<file path="src/rtl/adc_sar_control.sv">
// SAR sequencer for the 12-bit capacitor-array ADC: sample, settle, compare per bit,
// then hand the finished code to the back-end over a valid/ready handshake.
module adc_sar_control #(
   parameter int SAMPLE_CYCLES = 2,
   parameter int SETTLE_CYCLES = 1
) (
   input  logic        clk_in,
   input  logic        rst_n_in,
   input  logic        start_in,
   input  logic        comp_in,
   output logic        sample_out,
   output logic [11:0] dac_code_out,
   output logic        comp_latch_out,
   output logic [11:0] result_out,
   output logic        result_valid_out,
   input  logic        result_ready_in,
   output logic        busy_out,
   output logic        overrun_out
);

   typedef enum logic [1:0] {S_IDLE, S_SAMPLE, S_SETTLE, S_COMPARE} state_t;

   localparam logic [15:0] SMP_LAST = 16'(SAMPLE_CYCLES - 1);
   localparam logic [15:0] STL_LAST = 16'((SETTLE_CYCLES > 0) ? SETTLE_CYCLES - 1 : 0);
   // With no settle time each bit goes straight from the previous compare to the next.
   localparam state_t      S_POST   = (SETTLE_CYCLES == 0) ? S_COMPARE : S_SETTLE;

   state_t      r_state, w_state;
   logic [15:0] r_cnt, w_cnt;
   logic [11:0] r_sar, w_sar;
   logic [3:0]  r_k, w_k;
   logic [11:0] r_result, w_result;
   logic        r_valid, w_valid;
   logic        r_ovr, w_ovr;
   logic        w_consume;
   logic        w_done;
   logic [11:0] w_sar_fin;

   always_ff @(posedge clk_in or negedge rst_n_in) begin
      if (!rst_n_in) begin
         r_state  <= S_IDLE;
         r_cnt    <= '0;
         r_sar    <= '0;
         r_k      <= '0;
         r_result <= '0;
         r_valid  <= 1'b0;
         r_ovr    <= 1'b0;
      end else begin
         r_state  <= w_state;
         r_cnt    <= w_cnt;
         r_sar    <= w_sar;
         r_k      <= w_k;
         r_result <= w_result;
         r_valid  <= w_valid;
         r_ovr    <= w_ovr;
      end
   end

   always_comb begin
      w_state   = r_state;
      w_cnt     = r_cnt;
      w_sar     = r_sar;
      w_k       = r_k;
      w_result  = r_result;
      w_valid   = r_valid;
      w_ovr     = r_ovr;
      w_done    = 1'b0;
      w_consume = r_valid & result_ready_in;
      w_sar_fin = r_sar;
      w_sar_fin[r_k] = comp_in;

      case (r_state)
         S_IDLE: begin
            if (start_in) begin
               w_state = S_SAMPLE;
               w_cnt   = '0;
               w_sar   = '0;
            end
         end
         S_SAMPLE: begin
            if (r_cnt == SMP_LAST) begin
               w_state = S_POST;
               w_cnt   = '0;
               w_k     = 4'd11;
            end else begin
               w_cnt = r_cnt + 16'd1;
            end
         end
         S_SETTLE: begin
            if (r_cnt == STL_LAST) begin
               w_state = S_COMPARE;
               w_cnt   = '0;
            end else begin
               w_cnt = r_cnt + 16'd1;
            end
         end
         S_COMPARE: begin
            w_sar = w_sar_fin;
            if (r_k != 4'd0) begin
               w_k     = r_k - 4'd1;
               w_state = S_POST;
               w_cnt   = '0;
            end else begin
               w_done = 1'b1;
               w_cnt  = '0;
               if (start_in) begin
                  w_state = S_SAMPLE;
                  w_sar   = '0;
               end else begin
                  w_state = S_IDLE;
               end
            end
         end
         default: w_state = S_IDLE;
      endcase

      // A completion on the same edge as a consume is a clean hand-over, not an overrun.
      if (w_consume) begin
         w_valid = 1'b0;
         w_ovr   = 1'b0;
      end
      if (w_done) begin
         w_result = w_sar_fin;
         w_valid  = 1'b1;
         if (r_valid && !w_consume) w_ovr = 1'b1;
      end
   end

   assign sample_out       = (r_state == S_SAMPLE);
   assign comp_latch_out   = (r_state == S_COMPARE);
   assign busy_out         = (r_state != S_IDLE);
   assign dac_code_out     = ((r_state == S_SETTLE) || (r_state == S_COMPARE)) ?
                             (r_sar | (12'd1 << r_k)) : 12'd0;
   assign result_out       = r_result;
   assign result_valid_out = r_valid;
   assign overrun_out      = r_ovr;

endmodule

</file>
<file path="config.mk">
export PLATFORM = sky130hd
export DESIGN_NAME = adc_sar_control
export DESIGN_NICKNAME = d
export VERILOG_FILES = /design/src/rtl/adc_sar_control.sv
export SDC_FILE = /design/constraint.sdc
export NUM_CORES = 1
export LEC_CHECK = 0
export ABC_AREA = 1
export CAP_MARGIN = 0
export CORE_MARGIN = 2
export CORE_UTILIZATION = 25
export DETAILED_ROUTE_END_ITERATION = 10
export PLACE_DENSITY = 0.48
export RECOVER_POWER = 50
export SLEW_MARGIN = 20
export SYNTH_ARGS = -nofsm -noshare
export SYNTH_HDL_FRONTEND = slang
export SYNTH_SLANG_ARGS = --single-unit
</file>
<file path="constraint.sdc">
create_clock -name clk_in -period 3.8 [get_ports clk_in]
set_input_delay 0.76 -clock clk_in [delete_from_list [all_inputs] [get_ports clk_in]]
set_output_delay 0.76 -clock clk_in [all_outputs]
set_load 0.02 [all_outputs]
</file>
==> flow_metrics.tcl, run 1 <==
set metrics [dict create \
    outcome "completed" \
    timing.fmax_ghz 0.331 \
    top_level_ports 34 \
    floorplan.initialDensity 0.256 \
    layout.nets 398 \
    worst_pin_slew_ps 1350 \
    cp-start-kind "flop" \
    gp_congestion 0.805 \
    finalSetupTns_ps 0 \
    worst_hold_slack_ps 476 \
    h-tree-depth 2 \
    num_antenna_cells 0 \
    critPathRequiredTime_ps 3040 \
    grt_first_pass_wirelength_mm 11.0 \
    ctsLongestPathBuffers 2 \
    pwr_density_cell_nw_per_um2 670 \
    antenna_violations_before_repair 0 \
    grt_use_total 0.117 \
    post-dp-hpwl_mm 4.65 \
    cts.reportedPaths.clkPinSlew_ps 90 \
    core_region_area_um2 10800 \
    placedInstanceArea_um2 3240 \
    timing.max_cap.violations 0 \
    synthToLayoutAreaGrowth_pct 19.5 \
    slowest_cell_on_crit_path "sky130_fd_sc_hd__clkdlybuf4s50_1" \
    first_global_vias 2254 \
    worst_clock_skew_ps 4.39 \
    met3_length_um 206 \
    top_layer_reached_by_signal_wires "met4" \
    postLayoutCoreUtil 0.306 \
    r2r_setup_slk_ps 1600 \
    post_synth.cell_area_avg_um2 7.99 \
    min-delay-start "result_valid_out" \
    cts_resized 0 \
    synth-warning-count 0 \
    r2r_end "r_cnt[5]" \
    crit_type "flop to output port" \
    report.final.slew_viol_count 0 \
    relSlewSlack 0.100 \
    post-cts-setup-buffers 0 \
    cp_data_arrival_time_ps 2260 \
    final_cell_area_um2 3310 \
    drt-initial-drc-count 89 \
    grt_start_max_net_pins 27 \
    worst-r2r-cell-count 8 \
    die_height_um 109 \
    cpPeakStageDelay_ps 640 \
    finalCritPeriodShare 0.795 \
    synth_fp_nets 364 \
    remaining_drc_errors 0 \
    grt_total_ovfl 0 \
    cts_buffers 5 \
    worstPathCellList "inv_1 -> ha_1 -> nor2_1 -> buf_4 -> a21oi_1 -> clkdlybuf4s50_1" \
    root_buffer_cell "sky130_fd_sc_hd__clkbuf_8" \
    routedWlPerCell_um 12.2 \
    setup_viol 0 \
    critical_path_buf_inv_count 3 \
    fp-row-count 38 \
    syn_inst 347 \
    hold_class "flop to flop" \
    timing.final.hold_violations 0 \
    netlist-cell-type-count 31 \
    drt-pass1-iter-count 4 \
    postSynthRegisterBits 48 \
    die_w_um 109 \
    tritoncts "done" \
    timing.critical_path.to_type "output port" \
    fraction_of_final_layout_cells_with_drive_strength_greater_than_1 0.0916 \
    ir_drop_mv 0.239 \
    synth_area_um2 2770 \
    timing.hold.worst_path_depth 1 \
    routed-via-count 2310 \
    power.static_leakage_nw 1.45 \
    clock_sink_count 48 \
    min_period_ps 3020 \
    finalPower_mw 2.22 \
    num-fill-cells 1164 \
    critPathTopFamily "buffers and inverters" \
    die_area_um2 11900 \
    grt_setup_unrepaired "no" \
    finalWirelength_mm 6.35 \
    synth_sequential_area_ratio 0.433 \
    met2WireLength_mm 2.85 \
    vias_per_cell 4.43 \
    insertion_delay_ps 300 \
    layout_commonest_cell "sky130_fd_sc_hd__nand2_1" \
    critical_path_peak_fanout 12 \
    cts_hold_buf 0 \
    final_antenna_net_count 0 \
    drt-met1-wl_mm 3.20 \
    r2r_start "r_state[0]" \
    commonest_cells_after_routing_fill_and_taps_aside "81 x sky130_fd_sc_hd__nand2_1, 48 x sky130_fd_sc_hd__dfrtp_1, 35 x sky130_fd_sc_hd__inv_1" \
    numPortBuffers 33 \
]
## Yosys cell counts, drive strengths merged
cell / count / area share
nand2: 87 / 0.13
dfrtp: 48 / 0.43
inv: 37 / 0.050
nor2: 35 / 0.054
o21ai: 33 / 0.060
a21oi: 29 / 0.069
nand3: 25 / 0.045
ha: 12 / 0.054
o22ai: 12 / 0.027
buf: 6 / 0.016
clkbuf: 4 / 0.0054
nand4: 4 / 0.0090
xor2: 4 / 0.013
nor3: 2 / 0.0036
o211ai: 2 / 0.0072
xnor2: 2 / 0.0063
a21boi: 1 / 0.0068
a2bb2oi: 1 / 0.0032
o21bai: 1 / 0.0027
o31ai: 1 / 0.0027
or2: 1 / 0.0023
## registers in the layout, indices dropped and copies added (netlist names), named ones only
name,cells
r_state,2
r_k,4
result_out,12
r_sar,12
result_valid_out,1
r_cnt,16
## cell families after synthesis
logic type	Yosys count	synth area share
simple gates	154	0.244
fa+ha+maj	12	0.0542
flops	48	0.433
buf+inv	47	0.0717
compound gates	80	0.178
xor+xnor	6	0.0190
## worst max path at each step
stage                          start               end  slack, ps  cells after the start
after CTS                 r_state[0]   dac_code_out[4]        770                      6
final                     r_state[0]   dac_code_out[4]        780                      6
after global placement    r_state[0]   dac_code_out[4]       1150                      6
after floorplan           r_state[0]  dac_code_out[10]       1510                      5
after global routing      r_state[0]   dac_code_out[2]        640                      6
after detailed placement  r_state[0]   dac_code_out[4]       1120                      6
## stage by stage
step | instances | setup slack (ps)
detailed placement | 514 | 1120
floorplan | 347 | 1510
CTS | 522 | 769
finish | 522 | 781
global placement | 514 | 1150
global route | 522 | 643
## where the power goes
part | leakage [nW] | switching (mW) | internal [mW]
combinational | 0.782 | 0.724 | 0.429
clock | 0.0434 | 0.182 | 0.148
sequential | 0.627 | 0.0973 | 0.642
## routing by layer
metal / track usage / vias to the layer above
met2: 0.190 / 31
li1: - / 1210
met1: 0.156 / 1062
met5: 0 / -
met4: 0.0443 / 0
met3: 0.0184 / 7
## layout make-up
class | instances | area (um2) | area share
Multi-Input combinational cell | 252 | 1350 | 0.408
Sequential cell | 48 | 1200 | 0.362
Timing Repair Buffer | 37 | 350 | 0.106
Tap cell | 140 | 175 | 0.0529
Inverter | 37 | 139 | 0.0419
Clock buffer | 6 | 82.6 | 0.0249
Clock inverter | 2 | 15.0 | 0.00453
Power figures use the tool's default switching activity.
==> inputs of run 2 (changes only) <==
==> constraint.sdc (replaced) <==
create_clock -name clk_in -period 3.04 [get_ports clk_in]
set_input_delay 0.608 -clock clk_in [delete_from_list [all_inputs] [get_ports clk_in]]
set_output_delay 0.608 -clock clk_in [all_outputs]
set_load 0.02 [all_outputs]
==> run 2 against run 1 <==
Against the previous run: non-clock buffer count unchanged; cell count unchanged; highest routed layer unchanged; register-to-register slack got worse by 930 ps; first-iteration DRC count rose by 13%; sequential cell count unchanged; utilization grew 0.28 points; worst hold slack hardly changed; critical path depth decreased by 1; via count increased by 2.2%.
==> flow_metrics.tcl, run 2 (synthesis gave the netlist of run 1 again) <==
set metrics [dict create \
    outcome "completed" \
    slowest_cell_on_crit_path "sky130_fd_sc_hd__clkdlybuf4s50_1" \
    largest_reg_flops 16 \
    grt_total_ovfl 0 \
    cts_hold_buf 0 \
    pre_cts_ws_ps 209 \
    dp_cells 514 \
    finalPower_mw 2.87 \
    setup_viol 0 \
    post-dp-hpwl_mm 4.70 \
    r2r_end "r_sar[7]" \
    vias_per_cell 4.52 \
    crit_type "flop to output port" \
    relSlewSlack 0.265 \
    grt_setup_unrepaired "no" \
    grt_use_total 0.115 \
    ctsLongestPathBuffers 2 \
    finalNonFillerCells 522 \
    timing.fmax_ghz 0.361 \
    remaining_drc_errors 0 \
    final_antenna_net_count 0 \
    fp-row-count 38 \
    gp_congestion 0.790 \
    critical_path_buf_inv_count 2 \
    clock_sink_count 48 \
    timing.max_cap.violations 0 \
    cts_buffers 5 \
    num_antenna_cells 0 \
    layout.nets 398 \
    critPathRequiredTime_ps 2430 \
    grt_start_max_net_pins 30 \
    die_height_um 109 \
    hold_class "input pin to asynchronous set/reset pin" \
    top_level_ports 34 \
    numPortBuffers 33 \
    die_area_um2 11900 \
    routedWlPerCell_um 12.4 \
    floorplan.initialDensity 0.256 \
    core_region_area_um2 10800 \
    r2r_start "r_state[0]" \
    worstPathCellList "inv_1 -> ha_1 -> nor2_4 -> a21oi_1 -> clkdlybuf4s50_1" \
    root_buffer_cell "sky130_fd_sc_hd__clkbuf_8" \
    timing.critical_path.to_type "output port" \
    power.static_leakage_nw 1.47 \
    cp_data_arrival_time_ps 2160 \
    finalCritPeriodShare 0.912 \
    critical_path_peak_fanout 12 \
    report.final.slew_viol_count 0 \
    grt_first_pass_wirelength_mm 10.9 \
    timing.critical_path.from "r_state[0]" \
    setup_ws_ps 268 \
    antenna_violations_before_repair 0 \
    drt-pass1-iter-count 4 \
    final_cell_area_um2 3340 \
    cts_resized 1 \
    routed-via-count 2360 \
    drt-initial-drc-count 101 \
    placedInstanceArea_um2 3240 \
    min_period_ps 2770 \
    ir_drop_mv 0.339 \
    insertion_delay_ps 310 \
    critPathTopFamily "buffers and inverters" \
    worst_hold_slack_ps 476 \
    layout_commonest_cell "sky130_fd_sc_hd__nand2_1" \
    cp-start-kind "flop" \
    worst_clock_skew_ps 6.57 \
    cts.reportedPaths.clkPinSlew_ps 100 \
    pwr_density_cell_nw_per_um2 857 \
    num-fill-cells 1185 \
    cpPeakStageDelay_ps 630 \
    die_w_um 109 \
    largest_register "r_cnt" \
    first_global_vias 2257 \
    finalWirelength_mm 6.45 \
    synthToLayoutAreaGrowth_pct 20.6 \
    commonest_cells_after_routing_fill_and_taps_aside "80 x sky130_fd_sc_hd__nand2_1, 48 x sky130_fd_sc_hd__dfrtp_1, 36 x sky130_fd_sc_hd__inv_1" \
    postLayoutCoreUtil 0.309 \
    tritoncts "done" \
    worst_pin_slew_ps 1100 \
    worst-r2r-cell-count 7 \
    h-tree-depth 2 \
    finalSetupTns_ps 0 \
    timing.final.hold_violations 0 \
    fraction_of_final_layout_cells_with_drive_strength_greater_than_1 0.0942 \
    r2r_setup_slk_ps 670 \
    post-cts-setup-buffers 0 \
]
==> run 2: changes by cell type in the layout (fill, tap and decap cells not counted), sizes merged <==
cell      change
clkinvlp      -1
inv           +1
bufinv        +1
buf           -1
==> run 2: metal layers <==
metal  part of all wire  track usage
met2               0.45        0.193
met5                  0            0
met3              0.038       0.0237
met4              0.013       0.0389
met1               0.49        0.149
==> run 2: worst register-to-register path: cells and delay by family, from the launching register on <==
family / cells / cell delay [ps]
buf+inv: 3 / 680
compound gates: 2 / 310
fa+ha+maj: 1 / 220
flops: 1 / 450
simple gates: 1 / 570
==> run 2: report_power, final <==
part           switching (mW)  internal [mW]
sequential              0.118          0.803
combinational           0.921          0.535
clock                   0.241          0.248
total                    1.28           1.59
==> run 2: worst max path at each step <==
| stage | cells after the start | to | slack [ps] |
|---|---|---|---|
| 2_1_floorplan | 5 | dac_code_out[10] | 910 |
| 3_3_place_gp | 5 | dac_code_out[0] | 320 |
| 3_5_place_dp | 5 | dac_code_out[4] | 210 |
| 4_1_cts | 5 | dac_code_out[4] | 100 |
| 5_1_grt | 5 | dac_code_out[2] | 130 |
| 6_report | 5 | dac_code_out[2] | 270 |
==> run 2: area by class of cell <==
type | count | area, um2 | share of cell area
Clock buffer | 5 | 68.8 | 0.0206
Clock inverter | 3 | 46.3 | 0.0138
Inverter | 37 | 139 | 0.0415
Multi-Input combinational cell | 252 | 1370 | 0.409
Sequential cell | 48 | 1200 | 0.359
Tap cell | 140 | 175 | 0.0524
Timing Repair Buffer | 37 | 348 | 0.104
==> edit 1, RTL diff (flow settings as in run 2) <==
The 4 states of `state_t` get a one-hot encoding in 4 bits.
--- a/src/rtl/adc_sar_control.sv
+++ b/src/rtl/adc_sar_control.sv
@@ -18,7 +18,7 @@
    output logic        overrun_out
 );
 
-   typedef enum logic [1:0] {S_IDLE, S_SAMPLE, S_SETTLE, S_COMPARE} state_t;
+   typedef enum logic [3:0] {S_IDLE = 4'b0001, S_SAMPLE = 4'b0010, S_SETTLE = 4'b0100, S_COMPARE = 4'b1000} state_t;
 
    localparam logic [15:0] SMP_LAST = 16'(SAMPLE_CYCLES - 1);
    localparam logic [15:0] STL_LAST = 16'((SETTLE_CYCLES > 0) ? SETTLE_CYCLES - 1 : 0);
Check against the original RTL: no difference found for any inputs over 10 cycles, from zero or initial values and one cycle with rst_n_in low; not proved beyond that.
==> edit 1 against run 2 <==
Synthesized area grew 3.6%. Non-clock buffer count stayed put. Setup slack gained 0.0046 ns. Total power fell by 23%. Combinational power is 46% lower. Utilization is 0.34 points lower. Register-to-register slack improved by 0.27 ns. Final area rose by 3.3%. Wire length grew 7.1%. Critical path depth up 1. Count of clock-buffer cells in the layout stayed put. Sequential cell count is 2 higher. Critical endpoint is now dac_code_out[11]. Largest cell class unchanged. Highest routed layer unchanged.
==> edit 1: results (changes against run 2) <==
| Metric | Value |
|---|---|
| Inst Count DP | 547 (+6.4%) |
| First-pass GRT wire length | 11,730 um (+7.6%) |
| Mapped Nets | 391 (+7.4%) |
| Yosys top cell area share | 0.4270 (-0.006198) |
| Leakage | 1.748 nW (+19%) |
| Routability congestion estimate | 0.7923 (+0.34%) |
| Worst min-delay path class | reg2reg |
| Synth area leaders | dfrtp_1 43%, nand2_1 15%, inv_1 6.4%, nand3_1 4.4%, o21ai_0 4.4% |
| CP max stage delay | 0.60 ns (-0.03 ns) |
| Worst VDD drop | 0.2465 mV (-27%) |
| Non-filler instance count after layout | 555 (+6.3%) |
| Largest net degree at the start of global routing | 51 (+70%) |
| Setup WS pre-CTS | 0.5718 ns (+0.3631 ns) |
| Vias | 2,469 (+4.6%) |
| Final WL | 6910 um (+7.1%) |
| Post-cts resize count | 0 (-1) |
| Net Sw Frac | 0.4036 (-0.04293) |
| Actual slew at the worst max-slew pin | 1.295 ns (+0.1928 ns) |
| Worst reg2reg endpoint | r_k[0] |
| Worst-path fanout max | 14 (+2) |
| Initial DRC Count | 190 (+88%) |
| Outcome | completed |
| Layout Nets | 424 (+6.5%) |
| Most instantiated cells after synthesis | 118 x nand2_1, 49 x dfrtp_1, 49 x inv_1 |
| Global-route usage over all layers | 0.1159 (+0.0004237) |
| Sequential cell fraction of total power | 0.372 (+0.051) |
| Comb power frac | 0.359 (-0.149) |
| Net switching power | 0.8930 mW (-30%) |
| Clock skew | 0.006934 ns (+0.0003682 ns) |
| Worst R2R Setup Slack | 0.94 ns (+0.27 ns) |
edit 1: cell types whose count changed in the layout (fill, tap and decap cells not counted), moves of 4 or more:
cell,run 2,this run
a21oi_1,19,1
a21oi_2,9,0
clkbuf_16,0,5
clkbuf_8,5,0
ha_1,12,8
inv_1,36,50
nand2_1,80,121
nand2_2,4,0
nand4_1,4,9
o211ai_1,1,9
edit 1: metal layers:
metal | track usage | part of all wire | up-vias
met1 | 0.1728 | 0.54 | 1137
met4 | 0.03704 | 0.015 | 0
met2 | 0.1671 | 0.41 | 35
met3 | 0.02351 | 0.029 | 8
met5 | 0 | 0 | -
li1 | - | - | 1289
edit 1: how the worst max path moves through the flow:
stage / endpoint / startpoint / slack, ns
3_3_place_gp: dac_code_out[3] / r_state[1] / 0.61
4_1_cts: dac_code_out[11] / r_state[1] / 0.23
2_1_floorplan: dac_code_out[10] / r_state[1] / 1.18
5_1_grt: dac_code_out[3] / r_state[1] / 0.15
3_5_place_dp: dac_code_out[3] / r_state[1] / 0.57
6_report: dac_code_out[11] / r_state[1] / 0.27
edit 1: kinds of logic after synthesis:
group / synth area share
adder cells (fa/ha/maj): 0.03486
AO/OA/AOI/OAI: 0.1338
flip-flops: 0.4362
AND/OR/NAND/NOR: 0.2867
XOR/XNOR: 0.01220
buffers and inverters: 0.09629
edit 1: cell type report:
type                    count  area share
repair buffers             37      0.1011
well taps                 143     0.05179
inverters                  52     0.05650
multi-input cells         265      0.3836
clock buffers               5     0.03622
flip-flops and latches     50      0.3625
clock inverters             3    0.008330
edit 1: through the flow:
step                hold slack (ns)  utilization  instance area (sq um)
global route                 0.5130       0.3052                   3455
global placement             0.4661       0.2937                   3324
floorplan                    0.3124            -                   2872
detailed placement           0.4743       0.2937                   3324
CTS                          0.4474       0.3073                   3478
finish                       0.4825       0.3052                   3455
==> edit 2, RTL diff (settings of run 2) <==
Made on the original files. Reset style: synchronous (`rst_n_in`), changed in one clocked block.
--- a/src/rtl/adc_sar_control.sv
+++ b/src/rtl/adc_sar_control.sv
@@ -36,7 +36,7 @@
    logic        w_done;
    logic [11:0] w_sar_fin;
 
-   always_ff @(posedge clk_in or negedge rst_n_in) begin
+   always_ff @(posedge clk_in) begin
       if (!rst_n_in) begin
          r_state  <= S_IDLE;
          r_cnt    <= '0;
Function: differs if rst_n_in is asserted again (counterexample within 4 cycles, from zero or initial values and one cycle with rst_n_in low); with rst_n_in held inactive, the same outputs for 10 cycles.
==> edit 2 against run 2 <==
Count of clock-buffer cells in the layout unchanged. First-iteration DRC count fell by 18%. Sequential share of layout area fell by 5.6 points. Final area decreased by 5.3%. Total power fell by 30%. Setup slack gained 0.012 ns. Synthesized area fell by 4.6%. Hold slack got worse by 0.023 ns. Via count grew 2.2%. Sequential cell count is the same. Wire length rose by 3.4%. Clock power increased by 2%. Critical path depth stayed put. Critical path type unchanged. Largest power group unchanged. Highest routed layer unchanged.
==> edit 2: results (changes against run 2) <==
| Metric | Value |
|---|---|
| Outcome | completed |
| Mapped Nets | 394 (+8.2%) |
| Reg2reg path depth | 9 (+2) |
| Global-route usage over all layers | 0.1238 (+0.008366) |
| Leakage | 1.213 nW (-18%) |
| Seq area share | 0.3033 (-0.05583) |
| Distinct cells, synth | 30 (-3.2%) |
| Synth area leaders | dfxtp_1 36%, nand2_1 9.4%, a21oi_1 7.6%, nor2_1 7.2%, ha_1 5.7% |
| Sequential share of the synthesized area | 0.3635 (-0.06975) |
| Crit path launch | r_state[0] |
| Async S/R FF share, synth | 0 (-1.000) |
| Worst VDD drop | 0.2225 mV (-34%) |
| First-pass GRT wire length | 11,360 um (+4.2%) |
| Initial DRC Count | 83 (-18%) |
| Layout Nets | 423 (+6.3%) |
| Vias in the first global route | 2,363 (+4.7%) |
| Routability congestion estimate | 0.7971 (+0.95%) |
| Setup WS pre-CTS | 0.1820 ns (-0.02673 ns) |
| Fillers | 1,129 (-4.7%) |
| Clk pwr share | 0.248 (+0.077) |
| Post-DP HPWL | 4785 um (+1.8%) |
| Internal Pwr Total | 1.170 mW (-26%) |
| Area post-placement | 3070 sq um (-5.3%) |
| Non-clock buffer count | 35 (-5.4%) |
| Clock skew | 0.01527 ns (+0.008702 ns) |
| CP max stage delay | 0.55 ns (-0.08 ns) |
## edit 2: metal layers
metal	part of all wire	wire, um	track usage
met1	0.50	3310	0.1616
met2	0.46	3076	0.2102
met3	0.027	180	0.02067
met4	0.015	103	0.03525
met5	0	0	0
## edit 2: worst min-delay path by stage
| stage | slack, ns | startpoint | depth (start not counted) | endpoint |
|---|---|---|---|---|
| final | 0.45 | register | 2 | register |
| after CTS | 0.46 | register | 2 | register |
| after global placement | 0.44 | register | 2 | register |
| after global routing | 0.47 | register | 2 | register |
| after floorplan | 0.45 | r_sar[0] | 2 | r_sar[0] |
| after detailed placement | 0.45 | register | 2 | register |
## edit 2: kinds of logic after synthesis
group | after synthesis | synth area share
AOI/OAI and AO/OA | 80 | 0.1619
xor gates and xnor gates | 7 | 0.02319
adders and majority gates | 12 | 0.05679
buffers and inverters | 55 | 0.09323
DFF | 48 | 0.3635
and+or+nand+nor | 175 | 0.3015
